## config.mk

```make
export PLATFORM = sky130hd
export DESIGN_NAME = fp32_adder
export DESIGN_NICKNAME = d
export VERILOG_FILES = /design/src/rtl/fp32_pkg.sv /design/src/rtl/fp32_adder_lzc.sv /design/src/rtl/fp32_adder.sv
export SDC_FILE = /design/constraint.sdc
export NUM_CORES = 1
export LEC_CHECK = 0
export ABC_AREA = 1
export CAP_MARGIN = 0
export CORE_MARGIN = 3
export CORE_UTILIZATION = 60
export CTS_CLUSTER_DIAMETER = 200
export DETAILED_ROUTE_END_ITERATION = 7
export PLACE_DENSITY = 0.79
export SYNTH_ARGS = -nofsm -noshare
export SYNTH_HDL_FRONTEND = slang
export SYNTH_SLANG_ARGS = --single-unit
export TNS_END_PERCENT = 1
```

## constraint.sdc

```tcl
create_clock -name clk -period 1.9 [get_ports clk]
set_input_delay 0.38 -clock clk [delete_from_list [all_inputs] [get_ports clk]]
set_output_delay 0.38 -clock clk [all_outputs]
set_load 0.01 [all_outputs]
```

## src/rtl/fp32_pkg.sv

```systemverilog
// Shared binary32 constants, field layout and classification helpers for the FP adder.
package fp32_pkg;

    localparam int EXP_W   = 8;
    localparam int FRAC_W  = 23;
    localparam int BIAS    = 127;
    localparam int EXP_MAX = 255;

    localparam logic [31:0] QNAN    = 32'h7FC0_0000;
    localparam logic [31:0] POS_INF = 32'h7F80_0000;
    localparam logic [31:0] NEG_INF = 32'hFF80_0000;

    typedef struct packed {
        logic              sign;
        logic [EXP_W-1:0]  exp;
        logic [FRAC_W-1:0] frac;
    } fp32_t;

    function automatic logic is_nan(input fp32_t x);
        return (x.exp == '1) && (x.frac != '0);
    endfunction

    function automatic logic is_inf(input fp32_t x);
        return (x.exp == '1) && (x.frac == '0);
    endfunction

endpackage

```

## src/rtl/fp32_adder_lzc.sv

```systemverilog
// 27-bit leading-zero counter used to renormalise the adder result after cancellation.
// An all-zero input reports 27.
module fp_lzc (
    input  logic [26:0] din,
    output logic [4:0]  cnt
);

    // Later iterations overwrite earlier ones, so the highest set bit decides the count.
    always_comb begin
        cnt = 5'd27;
        for (int i = 0; i < 27; i++) begin
            if (din[i]) cnt = 5'(26 - i);
        end
    end

endmodule

```

## src/rtl/fp32_adder.sv

```systemverilog
// Registered IEEE-754 binary32 adder (round-to-nearest-even), one result per clock.
// Define FP_ADD_DENORM_EN for gradual underflow; otherwise subnormals are flushed to zero.
module fp32_adder #(
    parameter int EXP_W  = 8,
    parameter int FRAC_W = 23
) (
    input  logic                  clk,
    input  logic                  rst,
    input  logic [EXP_W+FRAC_W:0] in1,
    input  logic [EXP_W+FRAC_W:0] in2,
    output logic [EXP_W+FRAC_W:0] out1
);
    import fp32_pkg::*;

    function automatic logic [26:0] align_shift(input logic [26:0] m, input logic [7:0] d);
        logic [26:0] shifted;
        logic [26:0] lost;
        if (d >= 8'd26) return {26'd0, |m};
        shifted = m >> d;
        lost    = m & ~({27{1'b1}} << d);
        return shifted | {26'd0, |lost};
    endfunction

    // Input layout {mant[23:0], g, r, s}; bit 24 of the result is the rounding carry.
    function automatic logic [24:0] round_rne(input logic [26:0] m);
        logic up;
        up = m[2] & (m[1] | m[0] | m[3]);
        return {1'b0, m[26:3]} + {24'd0, up};
    endfunction

    function automatic fp32_t pack_sat(input logic s, input logic signed [9:0] e,
                                       input logic [23:0] m);
        if (e >= 10'(EXP_MAX)) return {s, 8'hFF, 23'd0};
`ifdef FP_ADD_DENORM_EN
        return {s, (m[23] ? e[7:0] : 8'd0), m[22:0]};
`else
        if ((e <= 10'sd0) || !m[23]) return {s, 31'd0};
        return {s, e[7:0], m[22:0]};
`endif
    endfunction

    fp32_t       a, b;
    logic [7:0]  ea, eb;
    logic [23:0] ma, mb;

    assign a = in1;
    assign b = in2;

    always_comb begin
`ifdef FP_ADD_DENORM_EN
        ea = (a.exp == 8'd0) ? 8'd1 : a.exp;
        eb = (b.exp == 8'd0) ? 8'd1 : b.exp;
        ma = {a.exp != 8'd0, a.frac};
        mb = {b.exp != 8'd0, b.frac};
`else
        ea = a.exp;
        eb = b.exp;
        ma = (a.exp == 8'd0) ? 24'd0 : {1'b1, a.frac};
        mb = (b.exp == 8'd0) ? 24'd0 : {1'b1, b.frac};
`endif
    end

    logic        a_big, sbig, eff_sub;
    logic [7:0]  ebig, esmall, ediff;
    logic [23:0] mbig, msmall;
    logic [26:0] small_x;
    logic [27:0] sum;

    always_comb begin
        a_big   = ({ea, ma} >= {eb, mb});
        sbig    = a_big ? a.sign : b.sign;
        ebig    = a_big ? ea : eb;
        esmall  = a_big ? eb : ea;
        mbig    = a_big ? ma : mb;
        msmall  = a_big ? mb : ma;
        ediff   = ebig - esmall;
        eff_sub = a.sign ^ b.sign;
        small_x = align_shift({msmall, 3'b000}, ediff);
        sum     = eff_sub ? ({1'b0, mbig, 3'b000} - {1'b0, small_x})
                          : ({1'b0, mbig, 3'b000} + {1'b0, small_x});
    end

    logic [4:0]        lzc, shamt;
    logic [26:0]       norm;
    logic signed [9:0] e_norm;
    logic              zero_sum;

    fp_lzc u_lzc (
        .din (sum[26:0]),
        .cnt (lzc)
    );

    always_comb begin
        zero_sum = (sum == 28'd0);
        shamt    = lzc;
        norm     = sum[26:0];
        e_norm   = $signed({2'b00, ebig});
        if (sum[27]) begin
            norm   = {sum[27:2], sum[1] | sum[0]};
            e_norm = $signed({2'b00, ebig}) + 10'sd1;
        end else begin
`ifdef FP_ADD_DENORM_EN
            // Stop the left shift at exponent 1 so tiny results land in the subnormal encoding.
            if ({3'd0, lzc} > (ebig - 8'd1)) shamt = 5'(ebig - 8'd1);
`endif
            norm   = sum[26:0] << shamt;
            e_norm = $signed({2'b00, ebig}) - $signed({5'd0, shamt});
        end
    end

    logic [24:0]       rnd;
    logic [23:0]       mant_f;
    logic signed [9:0] e_fin;
    logic              rsign;
    fp32_t             res_p0;

    always_comb begin
        rnd    = round_rne(norm);
        mant_f = rnd[24] ? rnd[24:1] : rnd[23:0];
        e_fin  = rnd[24] ? (e_norm + 10'sd1) : e_norm;
        rsign  = zero_sum ? (a.sign & b.sign) : sbig;
        if (is_nan(a) || is_nan(b) || (is_inf(a) && is_inf(b) && (a.sign != b.sign)))
            res_p0 = QNAN;
        else if (is_inf(a))
            res_p0 = a;
        else if (is_inf(b))
            res_p0 = b;
        else
            res_p0 = pack_sat(rsign, e_fin, mant_f);
    end

    // Stage boundary: combinational sum into the output register.
    always_ff @(posedge clk or posedge rst) begin
        if (rst) out1 <= '0;
        else     out1 <= res_p0;
    end

endmodule

```

==> results of run 1 <==
## synthesized netlist by cell type (all sizes together) (32+ instances only)
library cell  number
a21oi            107
buf               46
clkbuf            42
dfrtp             32
ha                92
inv              267
nand2            665
nand3            348
nand4             53
nor2             212
o21ai            122
xor2              47
## stage by stage
step	setup TNS [ns]	instances
floorplan	-241.65	2171
global placement	-275.74	3079
detailed placement	-311.37	3079
CTS	-290.67	3106
## metal layers
metal  overflow  global-route usage (%)
met1          9                    87.6
met2        941                     118
met4        299                     106
met5          0                    32.7
met3         14                    74.5
## what timing repair did
action	CTS
gates cloned	1
endpoints found under the setup margin	32
endpoints found under the hold margin	0
buffers inserted	18
resized for setup	97
pin swaps	39
## logic make-up after synthesis
group,share of synthesized area [%]
multiplexers,0.257
AO/OA/AOI/OAI,14.8
flip-flops,6.85
adder cells (fa/ha/maj),10.2
XOR/XNOR,4.39
AND/OR/NAND/NOR,50.7
buffers and inverters,12.8
==> out/qor.csv, run 1 <==
stage;metric;value;unit
outcome;status;stopped before the end;
outcome;stop_stage;5_1_grt;
outcome;firstError;[ERROR GRT-0116] Global routing finished with congestion. Check the congestion regions in the DRC Viewer.;
global_route;grt_usage;94.4;%
synthesis;synth_area_leaders;nand2_1 (21%), nand3_1 (14%), ha_1 (9.9%);
clock_network;numCtsBuffers;5;
synthesis;ys_ff_latch;32;
floorplanning;fp.dieH;146;µm
synthesis;avgSynthCellArea;5.38;µm²
clock_network;hold_buffers;0;
synthesis;synth_area_leader_cell;nand2_1;
place;place_area;17600;µm²
global_route;grt_max_degree;51;
place;port_buffers;97;
clock_network;cts_buffer_depth;2;
floorplanning;die_w;146;µm
global_route;grt_pass1_vias;27400;
synthesis;yosysUniqueCellTypes;65;
synthesis;syn_nets;2331;
floorplanning;start_util;61.8;%
synthesis;yosys_warnings;0;
synthesis;syn_area;11700;µm²
global_route;grt_pass1_wl;164000;µm
clock_network;htree_levels;2;
synthesis;synthFlopType;dfrtp_1;
floorplanning;io_pins;98;
synthesis;synth-async-reset-ratio;100;%
global_route;grt_remaining_overflow;1263;
synthesis;seq_area_frac_synth;6.85;%
synthesis;synth_top_area_share;20.8;%
place;place_ws;-9.87;ns
clock_network;cts.sinks;32;
synthesis;syn_inst;2171;
synthesis;synth-edff-count;0;
floorplanning;std_cell_rows;50;
clock_network;root_buffer;clkbuf_16;
place;place.gp.congestion;1.11;
place;dp_hpwl;49100;µm
==> inputs of run 2 (changes only) <==
- CORE_UTILIZATION: 60 -> 40
- CTS_CLUSTER_DIAMETER: 200 -> default
- PLACE_DENSITY: 0.79 -> default
- PLACE_DENSITY_LB_ADDON: default -> 0.15
==> out/qor.csv, run 2 <==
stage;metric;value;unit;change
place;place_ws;-9.01;ns;+0.856 ns
place;place.gp.congestion;1.01;;-9.0%
global_route;antenna_found_initial;0;;
synthesis;synth_area_leaders;nand2_1 (21%), nand3_1 (14%), ha_1 (9.9%);;
worst_setup_path;crit_top_cell;nand2_1;;
synthesis;synth-edff-count;0;;unchanged
timing;hold_violations;0;;
worst_setup_path;worst_setup_path_end_kind;flip-flop;;
timing;setup_tns;-264.73;ns;
routing;wl_per_cell;16.7;µm;
power_and_ir_drop;p_leak;10.8;nW;
cells_and_area;layout_common_cells;buf_4 (705), nand2_1 (547), nand3_1 (287);;
synthesis;yosysUniqueCellTypes;65;;unchanged
worst_hold_path;hold_path_class;in -> async;;
floorplanning;std_cell_rows;61;;+22%
clock_network;cts_tree;done;;
global_route;grt_remaining_overflow;0;;
timing;setup_violations;32;;
synthesis;ys_ff_latch;32;;unchanged
worst_setup_path;cp_max_fo;14;;
global_route;grtUsageMet2;57.6;%;
cells_and_area;final_nets;3098;;
clock_network;numCtsBuffers;5;;unchanged
synthesis;syn_inst;2171;;unchanged
global_route;grt_max_degree;52;;
power_and_ir_drop;power.density;1030;nW/µm²;
outcome;status;finished with violations;;
clock_network;root_buffer;clkbuf_16;;
timing;slew_headroom;58.1;%;
cells_and_area;multi_input_comb_area;10900;µm²;
global_route;grt_pass1_wl;83500;µm;
floorplanning;die_w;177;µm;+22%
synthesis;synth_top_area_share;20.8;%;unchanged
synthesis;synth.most_common_cell;nand2_1;;
routing;dr.pass1.iters;7;;
worst_setup_path;cp_slowest_stage_delay;0.32;ns;
synthesis;syn_nets;2331;;unchanged
synthesis;synth-async-reset-ratio;100;%;unchanged
worst_setup_path;crit_path_top_delay_cell;nor4_4;;
floorplanning;io_pins;98;;unchanged
cells_and_area;drive_gt1_share;39.3;%;
worst_setup_path;cp.depth;80;;
power_and_ir_drop;peakVddDrop;0.634;mV;
global_route;globalRouteMet1Util;41.2;%;
synthesis;synth_area_leader_cell;nand2_1;;
global_route;grt-busiest-layer;met2;;
synthesis;synthFlopType;dfrtp_1;;
cells_and_area;largest_reg_flops;32;;
clock_network;htree_levels;2;;unchanged
synthesis;avgSynthCellArea;5.38;µm²;unchanged
timing;drv_slew;0;;
floorplanning;dieArea;31300;µm²;
cells_and_area;area_growth;74.5;%;
global_route;grt_usage;32.6;%;
routing;drcViolationCount;0;;
timing;grt_setup_unrepaired;yes;;
routing;drtAntennaViolNets;0;;
worst_setup_path;start_kind;primary input;;
timing;max_clock_freq;97.1;MHz;
cells_and_area;final_common_cell;buf_4;;
cells_and_area;largestRegisters;out1 x32;;
worst_setup_path;startpoint;in1[27];;
synthesis;syn_area;11700;µm²;unchanged
cells_and_area;regArea;801;µm²;
outcome;violations;setup timing;;
timing;holdWs;0.492;ns;
worst_setup_path;critPathKind;in -> reg;;
worst_setup_path;worstPathRequired;2.09;ns;
clock_network;hold_buffers;0;;unchanged
synthesis;yosys_warnings;0;;unchanged
global_route;grt_pass1_vias;16700;;
timing;worstMarginPinSlew;0.621;ns;
synthesis;seq_area_frac_synth;6.85;%;unchanged
floorplanning;start_util;41.3;%;-21 points
worst_setup_path;path_delay_family;simple AND/OR/NAND/NOR gates;;
floorplanning;core;28300;µm²;
power_and_ir_drop;power.total;21.0;mW;
flow_run;drv_cap;0;;
place;port_buffers;97;;unchanged
routing;viasPerCell;5.38;;
timing;period_share;542;%;
global_route;use_met3;2.85;%;
place;dp_hpwl;43900;µm;-11%
routing;vias;17800;;
worst_setup_path;arrival;10.49;ns;
cells_and_area;nFillCells;2437;;
clock_network;clk_pin_slew;0.05;ns;
synthesis;synth_commonest_cells;nand2_1 (646), nand3_1 (334), inv_1 (249);;
timing;min_period;10.30;ns;
floorplanning;fp.dieH;177;µm;+22%
routing;drt-total-wl;55300;µm;
clock_network;cts_buffer_depth;2;;unchanged
cells_and_area;top_register;out1;;
routing;drt-initial-drc-count;1435;;
clock_network;cts.sinks;32;;unchanged
timing;setup_ws;-8.40;ns;
worst_setup_path;crit_buf_inv;17;;
cells_and_area;n_antenna_cell;0;;
run 2: cell counts after synthesis:
Identical to the previous run, type by type.
run 2: cell families (layout without fill, tap and decap cells):
logic type	after synthesis	in the layout	synth area share (%)
multiplexers	3	3	0.257
adder cells (fa/ha/maj)	94	94	10.2
AND/OR/NAND/NOR	1330	1331	50.7
buffers and inverters	361	1128	12.8
flip-flops	32	32	6.85
XOR/XNOR	53	53	4.39
AO/OA/AOI/OAI	298	298	14.8
run 2: area by class of cell:
type	count	share of cell area, %
multi-input combinational	1779	53.6
timing repair buffer	846	34.0
inverter	273	5.19
sequential	32	3.93
tap	378	2.32
clock buffer	7	0.749
clock inverter	1	0.147
timing repair inverter	1	0.0552
run 2: tightest hold or removal path, cell delays in order:
cell and delay [ns]:
clkdlybuf4s50_1 0.39, inv_1 0.05, buf_4 0.36
run 2: timing repair:
item	CTS	global route
buffers inserted	30	35
endpoints found under the setup margin	32	32
gates cloned	3	3
pin swaps	42	172
gates resized for setup	103	350
run 2: power breakdown:
part / internal (mW) / switching (mW) / leakage, nW
Combinational: 8.72 / 10.1 / 10.4
Clock: 0.690 / 0.286 / 0.0901
Sequential: 1.03 / 0.108 / 0.377
run 2: worst max-delay path by stage:
stage,to
after floorplan,out1[20]
after global placement,out1[22]
after detailed placement,out1[15]
after CTS,out1[15]
after global routing,out1[10]
final,out1[10]
run 2: metrics by stage:
stage               util [%]  instances  cell area (µm²)
global placement        63.8       3239            18100
finish                  72.0       3317            20400
CTS                     66.4       3280            18800
detailed placement      63.8       3239            18100
global route            72.0       3317            20400
floorplan                  -       2171            11800
run 2: per-layer routing:
layer	wire [µm]	part of all wire [%]
met1	23100	42
met3	2910	5.3
met5	0	0
met4	2700	4.9
met2	26600	48
Power figures use the tool's default switching activity.
==> inputs of run 3 (changes only) <==
- CAP_MARGIN: 0 -> 15
- SYNTH_HIERARCHICAL: default -> 1
- TNS_END_PERCENT: 1 -> 5
==> out/qor.csv, run 3 <==
stage;metric;value;unit;change
timing;drv_slew;0;;unchanged
outcome;violations;setup timing;;
synthesis;synth_top_area_share;20.2;%;-0.53 points
routing;drcViolationCount;0;;unchanged
worst_setup_path;worstPathRequired;2.10;ns;about the same
synthesis;yosysUniqueCellTypes;64;;-1.5%
floorplanning;dieArea;33200;µm²;+6.0%
routing;viasPerCell;5.17;;-3.8%
routing;drtAntennaViolNets;0;;unchanged
timing;max_clock_freq;94.0;MHz;-3.2%
synthesis;syn_area;12400;µm²;+6.3%
cells_and_area;final_common_cell;buf_4;;
worst_setup_path;cp.depth;88;;+10%
worst_setup_path;critPathKind;in -> reg;;
cells_and_area;layout_common_cells;buf_4 (731), nand2_1 (648), nand3_1 (330);;
power_and_ir_drop;pwr-share-seq;5.9;%;+0.5 points
worst_setup_path;arrival;10.84;ns;+0.35 ns
cells_and_area;stdcell_count;3489;;+5.2%
cells_and_area;multi_input_comb_area;10300;µm²;-6.0%
cells_and_area;top_register;out1;;
floorplanning;fp.dieH;182;µm;+3.0%
clock_network;cts_tree;done;;
timing;setup_violations;32;;unchanged
clock_network;htree_levels;2;;unchanged
global_route;grt_pass1_vias;17300;;+3.9%
worst_setup_path;start_kind;primary input;;
clock_network;cts.sinks;32;;unchanged
synthesis;seq_area_frac_synth;6.45;%;-0.40 points
worst_setup_path;cp_slowest_stage_delay;0.46;ns;+0.14 ns
flow_run;drv_cap;0;;unchanged
synthesis;synth_area_leaders;nand2_1 (20%), nand3_1 (13%), ha_1 (9.3%);;
synthesis;syn_nets;2495;;+7.0%
outcome;status;finished with violations;;
floorplanning;io_pins;98;;unchanged
floorplanning;std_cell_rows;63;;+3.3%
cells_and_area;final_nets;3259;;+5.2%
floorplanning;start_util;41.2;%;about the same
cells_and_area;n_antenna_cell;0;;unchanged
power_and_ir_drop;power.total;18.1;mW;-14%
power_and_ir_drop;p_sw;8.94;mW;-15%
synthesis;synth_area_leader_cell;nand2_1;;
place;port_buffers;97;;unchanged
floorplanning;die_w;182;µm;+3.0%
power_and_ir_drop;clockPowerShare;4.6;%;about the same
clock_network;root_buffer;clkbuf_16;;
worst_hold_path;hold_path_class;in -> async;;
worst_setup_path;cp_max_fo;13;;-1
cells_and_area;regArea;801;µm²;unchanged
synthesis;yosys_warnings;6;;+6
worst_setup_path;crit_path_top_delay_cell;clkdlybuf4s50_1;;
power_and_ir_drop;power.density;917;nW/µm²;-11%
place;dp_hpwl;46200;µm;+5.2%
routing;dr.pass1.iters;5;;-2
global_route;antenna_found_initial;0;;unchanged
worst_setup_path;crit_top_cell;nand2_1;;
cells_and_area;largest_reg_flops;32;;unchanged
clock_network;clk_pin_slew;0.05;ns;about the same
cells_and_area;area_growth;58.7;%;
power_and_ir_drop;peakVddDrop;0.491;mV;-23%
cells_and_area;nFillCells;2905;;+19%
synthesis;synth_commonest_cells;nand2_1 (669), nand3_1 (334), inv_1 (300);;
timing;hold_violations;0;;unchanged
floorplanning;core;30100;µm²;+6.3%
timing;slew_headroom;64.2;%;+6.1 points
synthesis;syn_inst;2335;;+7.6%
routing;vias;18000;;+1.1%
power_and_ir_drop;swShare;49.5;%;-0.72 points
synthesis;synth-async-reset-ratio;100;%;unchanged
clock_network;cts_buffer_depth;2;;unchanged
routing;drt-initial-drc-count;1476;;+2.9%
clock_network;numCtsBuffers;5;;unchanged
cells_and_area;postLayoutCellArea;19700;µm²;-3.4%
power_and_ir_drop;p_comb_share;89.5;%;-0.4 points
worst_setup_path;worst_setup_path_end_kind;flip-flop;;
synthesis;synth.most_common_cell;nand2_1;;
timing;setup_ws;-8.74;ns;-0.340 ns
timing;period_share;560;%;+18 points
global_route;grt_max_degree;73;;+40%
synthesis;ys_ff_latch;32;;unchanged
global_route;grt_pass1_wl;86500;µm;+3.6%
routing;wl_per_cell;15.4;µm;-7.8%
worst_setup_path;crit_buf_inv;16;;-1
cells_and_area;largestRegisters;out1 x32;;
routing;drt-total-wl;53600;µm;-3.1%
power_and_ir_drop;p_leak;10.8;nW;about the same
cells_and_area;drive_gt1_share;31.4;%;-7.9 points
place;place_area;19100;µm²;+5.6%
synthesis;synthFlopType;dfrtp_1;;
timing;grt_setup_unrepaired;yes;;
worst_setup_path;path_delay_family;simple AND/OR/NAND/NOR gates;;
timing;min_period;10.64;ns;+0.340 ns
global_route;grt_usage;31.6;%;-1.0 points
synthesis;synth-edff-count;0;;unchanged
clock_network;hold_buffers;0;;unchanged
place;placedCellCount;3458;;+6.8%
timing;worstMarginPinSlew;0.531;ns;-0.0905 ns
power_and_ir_drop;p_int;9.11;mW;-13%
synthesis;avgSynthCellArea;5.32;µm²;-1.2%
timing;setup_tns;-276.19;ns;-11.46 ns
place;place.gp.congestion;1.01;;-0.20%
global_route;grt_remaining_overflow;0;;unchanged
run 3: cell types whose count changed in the layout (fill, tap and decap cells not counted), sizes merged, moves of 6 or more:
cell | previous run | this run
a21oi | 107 | 128
clkbuf | 21 | 7
clkdlybuf4s50 | 81 | 97
inv | 269 | 320
nand2 | 665 | 698
nand3 | 349 | 363
nor2 | 212 | 243
o211ai | 10 | 4
o21ai | 122 | 140
o22ai | 19 | 6
or2 | 4 | 11
xor2 | 47 | 33
run 3: worst max-delay path by stage:
stage | start | slack (ns) | endpoint
2_1_floorplan | in2[24] | -7.78 | out1[10]
3_5_place_dp | in2[27] | -9.45 | out1[5]
3_3_place_gp | in2[27] | -9.13 | out1[0]
4_1_cts | in2[27] | -8.64 | out1[12]
5_1_grt | in2[25] | -9.63 | out1[5]
6_report | in2[24] | -8.74 | out1[5]
run 3: through the flow:
step	setup slack, ns	util, %	hold slack, ns
final	-8.74	65.4	0.488
after global routing	-9.63	65.4	0.585
after CTS	-8.64	65.1	0.506
after detailed placement	-9.45	63.4	0.800
after global placement	-9.13	63.4	0.775
after floorplan	-7.78	-	0.496
run 3: kinds of logic (layout without fill, tap and decap cells):
group / count (synthesis) / in the layout / share of synthesized area, %
AND/OR/NAND/NOR: 1419 / 1421 / 52.4
buffers and inverters: 420 / 1182 / 13.7
AO/OA/AOI/OAI: 330 / 330 / 15.0
adder cells (fa/ha/maj): 94 / 94 / 9.59
XOR/XNOR: 40 / 40 / 2.82
flip-flops: 32 / 32 / 6.45
run 3: cell type report:
type	count	area share (%)
Multi-Input combinational cell	1885	52.2
Timing Repair Buffer	846	34.1
Inverter	329	6.36
Sequential cell	32	4.07
Tap cell	390	2.48
Clock buffer	7	0.775
run 3: layer usage:
layer  GRT usage [%]  part of all wire, %  vias up
met5               0                    0        -
met4            6.73                  2.4        0
met3            4.84                  7.4       78
met2            50.9                   44      579
met1            44.7                   47     8227
li1                -                    -     9164
run 3: timing repair:
item	4_1_cts	5_1_grt
setup buffers	22	0
hold endpoints to repair	0	0
setup endpoints to repair	32	32
pin swaps	25	18
gates resized for setup	48	37
gates cloned	2	0
run 3: tightest hold or removal path: stages:
cell and delay (ns):
clkdlybuf4s50_1 0.39, inv_1 0.05, buf_4 0.36
run 3: power by group through the flow:
stage / registers [mW] / clock network, mW / logic [mW]
6_report: 1.06 / 0.829 / 16.2
5_1_grt: 1.09 / 0.871 / 17.8
3_5_place_dp: 1.07 / 0 / 15.4
4_1_cts: 1.06 / 0.840 / 15.9
3_3_place_gp: 1.06 / 0 / 15.2
2_1_floorplan: 1.22 / 0 / 7.80
